**src/rtl/mem_copy_engine.sv**
```systemverilog
// Block copy engine driving the single-port 64x32 data memory as bus master.
// Optional running checksum of copied words: define MEM_COPY_CHECKSUM_EN.
module mem_copy_engine (
    input  logic        CLK,
    input  logic        reset,
    input  logic        start,
    input  logic [5:0]  src,
    input  logic [5:0]  dst,
    input  logic [6:0]  len,
    input  logic [31:0] mem_rdata,
    output logic [5:0]  mem_addr,
    output logic        mem_mw,
    output logic [31:0] mem_wdata,
    output logic        busy,
    output logic        done,
    output logic        err,
    output logic [31:0] checksum
);

    typedef enum logic [2:0] {IDLE, READ, WRITE, DONE, ERR} state_t;

    state_t      state;
    logic [5:0]  src_q;
    logic [5:0]  dst_q;
    logic [6:0]  len_q;
    logic [6:0]  idx;
    logic [6:0]  idx_next;

    assign idx_next = idx + 7'd1;

    // NOTE: outputs are registered alongside the state, so the async reset clears
    // mem_mw immediately and sequential state uses non-blocking assignments only.
    always_ff @(posedge CLK or posedge reset) begin
        if (reset) begin
            state     <= IDLE;
            src_q     <= '0;
            dst_q     <= '0;
            len_q     <= '0;
            idx       <= '0;
            mem_addr  <= '0;
            mem_mw    <= 1'b0;
            mem_wdata <= '0;
            busy      <= 1'b0;
            done      <= 1'b0;
            err       <= 1'b0;
        end else begin
            done <= 1'b0;
            err  <= 1'b0;
            case (state)
                IDLE: begin
                    if (start) begin
                        if (len == 7'd0) begin
                            state <= DONE;
                            done  <= 1'b1;
                        end else if (len > 7'd64) begin
                            state <= ERR;
                            err   <= 1'b1;
                        end else begin
                            src_q    <= src;
                            dst_q    <= dst;
                            len_q    <= len;
                            idx      <= '0;
                            state    <= READ;
                            busy     <= 1'b1;
                            mem_addr <= src;
                            mem_mw   <= 1'b0;
                        end
                    end
                end
                READ: begin
                    // mem_wdata doubles as the word buffer
                    mem_wdata <= mem_rdata;
                    mem_addr  <= dst_q + idx[5:0];
                    mem_mw    <= 1'b1;
                    state     <= WRITE;
                end
                WRITE: begin
                    idx <= idx_next;
                    if (idx_next == len_q) begin
                        state     <= DONE;
                        done      <= 1'b1;
                        busy      <= 1'b0;
                        mem_addr  <= '0;
                        mem_mw    <= 1'b0;
                        mem_wdata <= '0;
                    end else begin
                        state    <= READ;
                        mem_addr <= src_q + idx_next[5:0];
                        mem_mw   <= 1'b0;
                    end
                end
                DONE:    state <= IDLE;
                ERR:     state <= IDLE;
                default: state <= IDLE;
            endcase
        end
    end

`ifdef MEM_COPY_CHECKSUM_EN
    logic [31:0] sum_q;

    always_ff @(posedge CLK or posedge reset) begin
        if (reset) begin
            sum_q <= '0;
        end else if (state == IDLE && start && len <= 7'd64) begin
            sum_q <= '0;
        end else if (state == READ) begin
            sum_q <= sum_q + mem_rdata;
        end
    end

    assign checksum = sum_q;
`else
    assign checksum = 32'h0;
`endif

endmodule

```
**config.mk**
```make
export PLATFORM = sky130hd
export DESIGN_NAME = mem_copy_engine
export DESIGN_NICKNAME = d
export VERILOG_FILES = /design/src/rtl/mem_copy_engine.sv
export SDC_FILE = /design/constraint.sdc
export NUM_CORES = 1
export LEC_CHECK = 0
export BUFFER_PORTS_ARGS = -buffer_cell sky130_fd_sc_hd__buf_2
export CORE_ASPECT_RATIO = 1.1
export CORE_MARGIN = 1
export CORE_UTILIZATION = 55
export DETAILED_ROUTE_END_ITERATION = 10
export PLACE_DENSITY_LB_ADDON = 0.25
export SKIP_CTS_REPAIR_TIMING = 1
export SLEW_MARGIN = 20
export SYNTH_ARGS = -nofsm -noshare
export SYNTH_HDL_FRONTEND = slang
export SYNTH_SLANG_ARGS = --single-unit
```
**constraint.sdc**
```tcl
create_clock -name CLK -period 5.4 [get_ports CLK]
set_clock_uncertainty 0.2 [all_clocks]
set_input_delay 0.54 -clock CLK [delete_from_list [all_inputs] [get_ports CLK]]
set_output_delay 0.54 -clock CLK [all_outputs]
set_load 0.1 [all_outputs]
```
==> results of run 1 <==
## path summary, 6_finish.rpt
kind | startpoint | end | slack (ps)
max in group asynchronous | reset | dst_q[4] | 4160
min | mem_rdata[18] | mem_wdata[18] | 200
min reg2reg | mem_mw | mem_mw | 300
min in group asynchronous | reset | mem_wdata[17] | 260
max reg2reg | idx[0] | mem_wdata[23] | 2620
max | idx[0] | mem_wdata[23] | 2620
## state kept, by name (all words and copies together) (netlist names)
signal / flops
len_q: 7
src_q: 6
err: 1
dst_q: 6
done: 1
mem_wdata: 32
state: 3
mem_mw: 1
busy: 1
idx: 7
mem_addr: 6
## cell usage in the layout, fill, tap and decap left out, types with 3 or more instances in the layout
cell type and count:
a21o_1 3, xnor2_1 7, nand4_1 3, a22o_1 33, xor2_1 5, and3_1 5
dfrtp_1 71, or2_2 3, o21ai_0 17, a211o_1 3, buf_2 95, conb_1 32
inv_6 3, clkbuf_8 9, a21oi_1 10, a211oi_1 4, nor2b_1 8, nand2_1 12
mux2_2 8, ha_1 11, nand3_1 5, inv_1 12, mux2_4 10, nor2_1 18
a31oi_1 6, o31ai_1 3
## worst max-delay path, stage by stage, from the launching register on
cell      delay, ps
dfrtp_1         480
ha_1            320
xor3_1          490
nor3_4          260
nand4b_4        200
o31a_4          460
a22o_1          240
## kinds of logic (layout without fill, tap and decap cells)
| group | Yosys count | count (layout) | synth area share [%] |
|---|---|---|---|
| multiplexers | 19 | 19 | 6.41 |
| adder cells (fa/ha/maj) | 13 | 13 | 4.55 |
| AND/OR/NAND/NOR | 71 | 71 | 10.6 |
| other | 1 | 32 | 0.0961 |
| buffers and inverters | 58 | 126 | 9.65 |
| AO/OA/AOI/OAI | 98 | 98 | 18.7 |
| flip-flops | 71 | 71 | 45.5 |
| XOR/XNOR | 15 | 15 | 4.46 |
## synth_stat cells (2+ instances only)
| cell type | n |
|---|---|
| inv_1 | 13 |
| fa_1 | 2 |
| ha_1 | 11 |
| o21ai_1 | 2 |
| a211oi_1 | 4 |
| nor3_1 | 2 |
| mux2_4 | 10 |
| mux2_2 | 8 |
| a22oi_1 | 2 |
| o41ai_1 | 2 |
| o21ai_0 | 17 |
| o31ai_1 | 3 |
| or3_1 | 2 |
| o211ai_1 | 2 |
| xnor3_1 | 2 |
| o22ai_1 | 2 |
| nor2b_1 | 8 |
| xnor2_1 | 7 |
| xor2_1 | 5 |
| a21oi_1 | 10 |
| a22o_1 | 33 |
| clkbuf_1 | 7 |
| a31oi_1 | 6 |
| nand2_1 | 12 |
| dfrtp_1 | 71 |
| nor4_1 | 2 |
| nand3_1 | 5 |
| nand4_1 | 3 |
| a21o_1 | 3 |
| buf_6 | 5 |
| a211o_1 | 3 |
| buf_4 | 32 |
| or2_2 | 3 |
| nor2_1 | 18 |
| and3_1 | 5 |
| and3b_1 | 2 |
## stage by stage
step / util [%] / worst slack (ps) / hold WS, ps / cells
final: 66.7 / 2620 / 204 / 527
after global routing: 66.7 / 2470 / 190 / 527
after CTS: 66.7 / 2620 / 200 / 527
after detailed placement: 63.9 / 2540 / 278 / 511
after global placement: 63.9 / 2610 / 277 / 511
after floorplan: - / 2860 / 268 / 377
## layout make-up
type	instances	area [sq um]
fillers	553	2230
multi-input cells	248	1870
flip-flops and latches	71	1780
repair buffers	97	490
clock buffers	9	124
well taps	82	103
clock inverters	7	61.3
inverters	13	48.8
## per-layer routing
metal	vias to the layer above	routed length, um
met1	1478	3730
met5	-	0
li1	1394	-
met3	25	573
met2	133	4430
met4	0	234
==> results_dict.tcl, run 1 <==
set metrics [dict create \
    clkTransAtPathRegs_ps 90 \
    final-hold-violation-count 0 \
    root_buffer "clkbuf_8" \
    yosys.area.top_type "dfrtp_1" \
    fin_setup_tns_ps 0 \
    use_met1_pct 34.6 \
    status "complete, no violations" \
    nets 507 \
    grt_usage_pct 25.3 \
    r2r_cells 6 \
    drt-wirelength-per-cell_um 17.0 \
    die_h_um 90.3 \
    placed_area_sq_mm 0.00429 \
    synth-warning-count 0 \
    clk_path_buf_depth 2 \
    cts_inserted_buffers 9 \
    antenna_found_initial 0 \
    async_flop_share_pct 100 \
    diodes 0 \
    synth_edf_count 0 \
    final_antenna_net_count 0 \
    rsz0062_at_grt "no" \
    netlist_instances 346 \
    vias_per_cell 5.75 \
    drv_cap 0 \
    fp.dieArea_sq_mm 0.00744 \
    start_util_pct 58.2 \
    cts_tree "yes" \
    htreeDepth 3 \
    worstMarginPinSlew_ps 898 \
    path_max_fanout 32 \
    fmax_mhz 360 \
    final_max_slew_viol_count 0 \
    syn_to_final_growth_pct 14.7 \
    num_rows 31 \
    ys.flop_type "dfrtp_1" \
    die_w_um 82.3 \
    io_pins 128 \
    synth_cell_types 58 \
    core_area_sq_mm 0.00671 \
    layout-drive-gt1-share_pct 32.1 \
    cp.required_ps 5430 \
    cts.sinks 71 \
    grt_max_degree 72 \
    avgSynthCellArea_sq_um 11.3 \
    busiest_layer "met2" \
    wirelength_mm 8.97 \
    insertion_delay_ps 340 \
    critical_path_class "reg -> reg" \
    place_congestion 0.851 \
    grt_overflow 0 \
    period_minus_slack_ps 2780 \
    synth_area_sq_mm 0.00390 \
    drc_errors 0 \
    met2_usage_pct 39.1 \
    dr_total_vias 3030 \
    cp.arrival_ps 2810 \
    finalCritPeriodShare_pct 51.4 \
    slew_headroom_pct 40.1 \
    firstDrtPassIters 4 \
    critPathLaunchType "flip-flop" \
    yosysSeqAreaShare_pct 45.5 \
    fin_area_sq_mm 0.00448 \
    setup_viol 0 \
    grt_use_met3_pct 4.55 \
    worst_setup_path_end_kind "flip-flop" \
    ys_top_cells_by_area "dfrtp_1 (46%), a22o_1 (7.4%), buf_4 (6.2%)" \
    yosys.area.top_type_share_pct 45.5 \
    grt_pass1_vias 2909 \
    post-dp-hpwl_mm 6.36 \
    drt_iter0_drc 206 \
    holdPathStages 2 \
    synth_seq_cells 71 \
    hp-class "in -> reg" \
    io_buffers 95 \
    grt_pass1_wl_mm 14.3 \
]
Power of run 1 is left out: the tool's default activity adds up to more than one toggle a clock period on the data nets, which glitch-free logic cannot reach.
==> inputs of run 2 (changes only) <==
Settings changed: CORE_UTILIZATION 55 to 51.
Clock period 5.4 ns to 2.6 ns, I/O delays scaled along.
==> results_dict.tcl, run 2 (same netlist as run 1, synthesis figures left out) <==
set metrics [dict create \
    status "finished with violations" \
    violations "hold timing" \
    r2r-end "mem_wdata[26]" \
    drt-wirelength-per-cell_um 16.0 \
    worst_setup_path_end_kind "flip-flop" \
    crit_end "mem_wdata[26]" \
    num_rows 33 \
    r2r_cells 6 \
    largest_reg_flops 32 \
    cp.arrival_ps 2510 \
    grt_usage_pct 22.7 \
    path_buf_inv 0 \
    drt_iter0_drc 219 \
    post-dp-hpwl_mm 6.39 \
    whs_ps -18.1 \
    die_h_um 93.7 \
    io_pins 128 \
    grt_pass1_wl_mm 13.9 \
    final_antenna_net_count 0 \
    final_max_slew_viol_count 0 \
    cp.required_ps 2630 \
    reg.largest.list "mem_wdata (32), idx (7), len_q (7)" \
    dpl.cell_count 527 \
    critical_path_depth 6 \
    holdPathStages 2 \
    die_w_um 85.4 \
    cpMaxStageDelayCell "xor3_1" \
    htreeDepth 3 \
    clkTransAtPathRegs_ps 70 \
    layout_common_cells "buf_2 (95), dfrtp_1 (71), dlygate4sd3_1 (46), a22o_1 (33), conb_1 (32)" \
    path_cells "ha_1 > xor3_1 > nor3_4 > nand4b_4 > o31a_4 > a22o_1" \
    grt_max_degree 46 \
    vias_per_cell 5.48 \
    layout_commonest_cell "buf_2" \
    nets 564 \
    start_util_pct 52.5 \
    slew_headroom_pct 62.1 \
    io_buffers 95 \
    diodes 0 \
    seqCellArea_sq_mm 0.00178 \
    worstMarginPinSlew_ps 567 \
    fin_area_sq_mm 0.00504 \
    placed_area_sq_mm 0.00440 \
    path_max_fanout 32 \
    r2r-start "idx[0]" \
    grt_overflow 0 \
    critical_path_class "reg -> reg" \
    insertion_delay_ps 350 \
    root_buffer "clkbuf_8" \
    core_area_sq_mm 0.00743 \
    crit_start "idx[0]" \
    r2r_slack_ps 120 \
    setup_viol 0 \
    cts_tree "yes" \
    firstDrtPassIters 4 \
    fill_cells 588 \
    final-hold-violation-count 2 \
    drv_cap 0 \
    place_congestion 0.851 \
    cp_top_family "compound AO/OA/AOI/OAI gates" \
    largest-register "mem_wdata" \
    cts_inserted_buffers 9 \
    cts.sinks 71 \
    fp.dieArea_sq_mm 0.00801 \
    drc_errors 0 \
    fmax_mhz 404 \
    layout-drive-gt1-share_pct 30.7 \
    multi_input_area_sq_mm 0.00187 \
    instances_no_fill 589 \
    antenna_found_initial 0 \
    hp-class "in -> reg" \
    cpPeakStageDelay_ps 490 \
    wirelength_mm 9.42 \
    finalCritPeriodShare_pct 95.2 \
    critPathLaunchType "flip-flop" \
    period_minus_slack_ps 2480 \
    clk_path_buf_depth 2 \
    syn_to_final_growth_pct 29.0 \
    dr_total_vias 3225 \
    grt_pass1_vias 2864 \
]
==> run 2: cell count changes in the layout (fill, tap and decap cells not counted), sizes merged <==
cell and change:
clkinv +2, buf +11, dlygate4sd3 +46, inv -2
==> run 2: how the worst min path moves through the flow <==
stage | slack, ps | endpoint | from
floorplan | 200 | mem_wdata[0] | mem_rdata[0]
global placement | 140 | mem_wdata[25] | reset
detailed placement | 140 | mem_wdata[25] | reset
CTS | -240 | mem_wdata[25] | reset
global route | -0.03 | len_q[4] | len[4]
finish | -20 | len_q[4] | len[4]
==> run 2: cell type report <==
type | count | area share (%)
repair buffers | 154 | 21.0
multi-input cells | 248 | 37.2
clock inverters | 7 | 0.944
flip-flops and latches | 71 | 35.3
inverters | 13 | 0.969
well taps | 87 | 2.16
clock buffers | 9 | 2.46
==> run 2: through the flow <==
stage / hold slack, ps / setup slack [ps] / TNS, ps / utilization, %
CTS: -236 / 128 / 0 / 61.6
global route: -0.0334 / -3.47 / -3.47 / 67.8
global placement: 142 / 204 / 0 / 59.3
detailed placement: 141 / 141 / 0 / 59.3
floorplan: 200 / 89.8 / 0 / -
finish: -18.1 / 124 / 0 / 67.8
==> run 2: layer usage <==
metal	GRT usage, %	up-vias	routed length, um
li1	-	1505	-
met1	31.5	1577	4080
met2	35.0	125	4600
met3	3.78	18	534
met4	10.4	0	210
met5	0	-	0
Power of run 2 is left out for the same reason.
==> inputs of run 3 (changes only) <==
Settings changed: RECOVER_POWER set to 50.
==> results_dict.tcl, run 3 (same netlist as run 1, synthesis figures left out) <==
set metrics [dict create \
    status "finished with violations" \
    violations "hold timing" \
    critical_path_class "reg -> reg" \
    fin_setup_tns_ps 0 \
    nets 564 \
    drt_iter0_drc 187 \
    grt_pass1_wl_mm 13.9 \
    root_buffer "clkbuf_8" \
    clk_path_buf_depth 2 \
    place_congestion 0.851 \
    final_antenna_net_count 0 \
    wirelength_mm 9.44 \
    cp.arrival_ps 2510 \
    cts_inserted_buffers 9 \
    fmax_mhz 404 \
    core_area_sq_mm 0.00743 \
    drt-wirelength-per-cell_um 16.0 \
    critPathLaunchType "flip-flop" \
    path_max_fanout 32 \
    period_minus_slack_ps 2480 \
    grt_max_degree 46 \
    met2_usage_pct 35.0 \
    num_rows 33 \
    drv_cap 0 \
    htreeDepth 3 \
    busiest_layer "met2" \
    largest-register "mem_wdata" \
    die_h_um 93.7 \
    fp.dieArea_sq_mm 0.00801 \
    worst_setup_path_end_kind "flip-flop" \
    layout_common_cells "buf_2 (77), dfrtp_1 (71), dlygate4sd3_1 (46), a22o_1 (33), conb_1 (32)" \
    whs_ps -19.7 \
    cp.required_ps 2630 \
    antenna_found_initial 0 \
    finalCritPeriodShare_pct 95.2 \
    fill_cells 601 \
    insertion_delay_ps 350 \
    io_pins 128 \
    setup_viol 0 \
    use_met1_pct 31.5 \
    grt_overflow 0 \
    drc_errors 0 \
    syn_to_final_growth_pct 28.2 \
    die_w_um 85.4 \
    worstMarginPinSlew_ps 1200 \
    grt_pass1_vias 2864 \
    start_util_pct 52.5 \
    cts_tree "yes" \
    firstDrtPassIters 4 \
    clkTransAtPathRegs_ps 70 \
    largest_reg_flops 32 \
    post-dp-hpwl_mm 6.39 \
    grt_use_met3_pct 3.78 \
    layout-drive-gt1-share_pct 26.9 \
    final_max_slew_viol_count 0 \
    slew_headroom_pct 20.0 \
    cts.sinks 71 \
    diodes 0 \
    layout_commonest_cell "buf_2" \
    hp-class "in -> reg" \
    reg.largest.list "mem_wdata (32), idx (7), len_q (7)" \
    final-hold-violation-count 2 \
    io_buffers 95 \
    dr_total_vias 3256 \
    vias_per_cell 5.53 \
    grt_usage_pct 22.7 \
]
## run 3: cell types whose count changed in the layout (fill, tap and decap cells not counted), sizes merged
cell / previous run / this run
buf: 108 / 89
clkbuf: 9 / 28
## run 3: final timing paths
| kind | start | end | slack [ps] | depth (start not counted) |
|---|---|---|---|---|
| max | idx[0] | mem_wdata[26] | 120 | 6 |
| min reg2reg | mem_mw | mem_mw | 270 | 2 |
| min in group asynchronous | reset | mem_wdata[25] | 490 | 3 |
| min | len[4] | len_q[4] | -20 | 2 |
| max reg2reg | idx[0] | mem_wdata[26] | 120 | 6 |
| max in group asynchronous | reset | src_q[2] | 470 | 4 |
## run 3: critical path: stages (launching register included)
cell      delay, ps
dfrtp_1         350
ha_1            280
xor3_1          490
nor3_4          240
nand4b_4        120
o31a_4          430
a22o_1          240
## run 3: area by class of cell
| cell class | count | area, sq um | area share (%) |
|---|---|---|---|
| Clock inverter | 7 | 47.5 | 0.951 |
| Sequential cell | 71 | 1780 | 35.5 |
| Inverter | 13 | 48.8 | 0.976 |
| Clock buffer | 9 | 124 | 2.48 |
| Multi-Input combinational cell | 248 | 1870 | 37.4 |
| Tap cell | 87 | 109 | 2.18 |
| Timing Repair Buffer | 154 | 1020 | 20.5 |
## run 3: metal layers
| layer | routed length [um] | share of wire [%] |
|---|---|---|
| met1 | 4120 | 44 |
| met2 | 4600 | 49 |
| met3 | 513 | 5.4 |
| met4 | 210 | 2.2 |
| met5 | 0 | 0 |
## run 3: per-stage QoR
step	area, sq um	util [%]	setup slack, ps	hold WS [ps]	std cells
3_3_place_gp	4400	59.3	204	142	527
4_1_cts	4580	61.6	128	-236	543
2_1_floorplan	4020	-	89.8	200	377
3_5_place_dp	4400	59.3	141	141	527
5_1_grt	5000	67.3	-3.47	-0.0334	589
6_report	5000	67.3	125	-19.7	589
Power of run 3 is left out for the same reason.
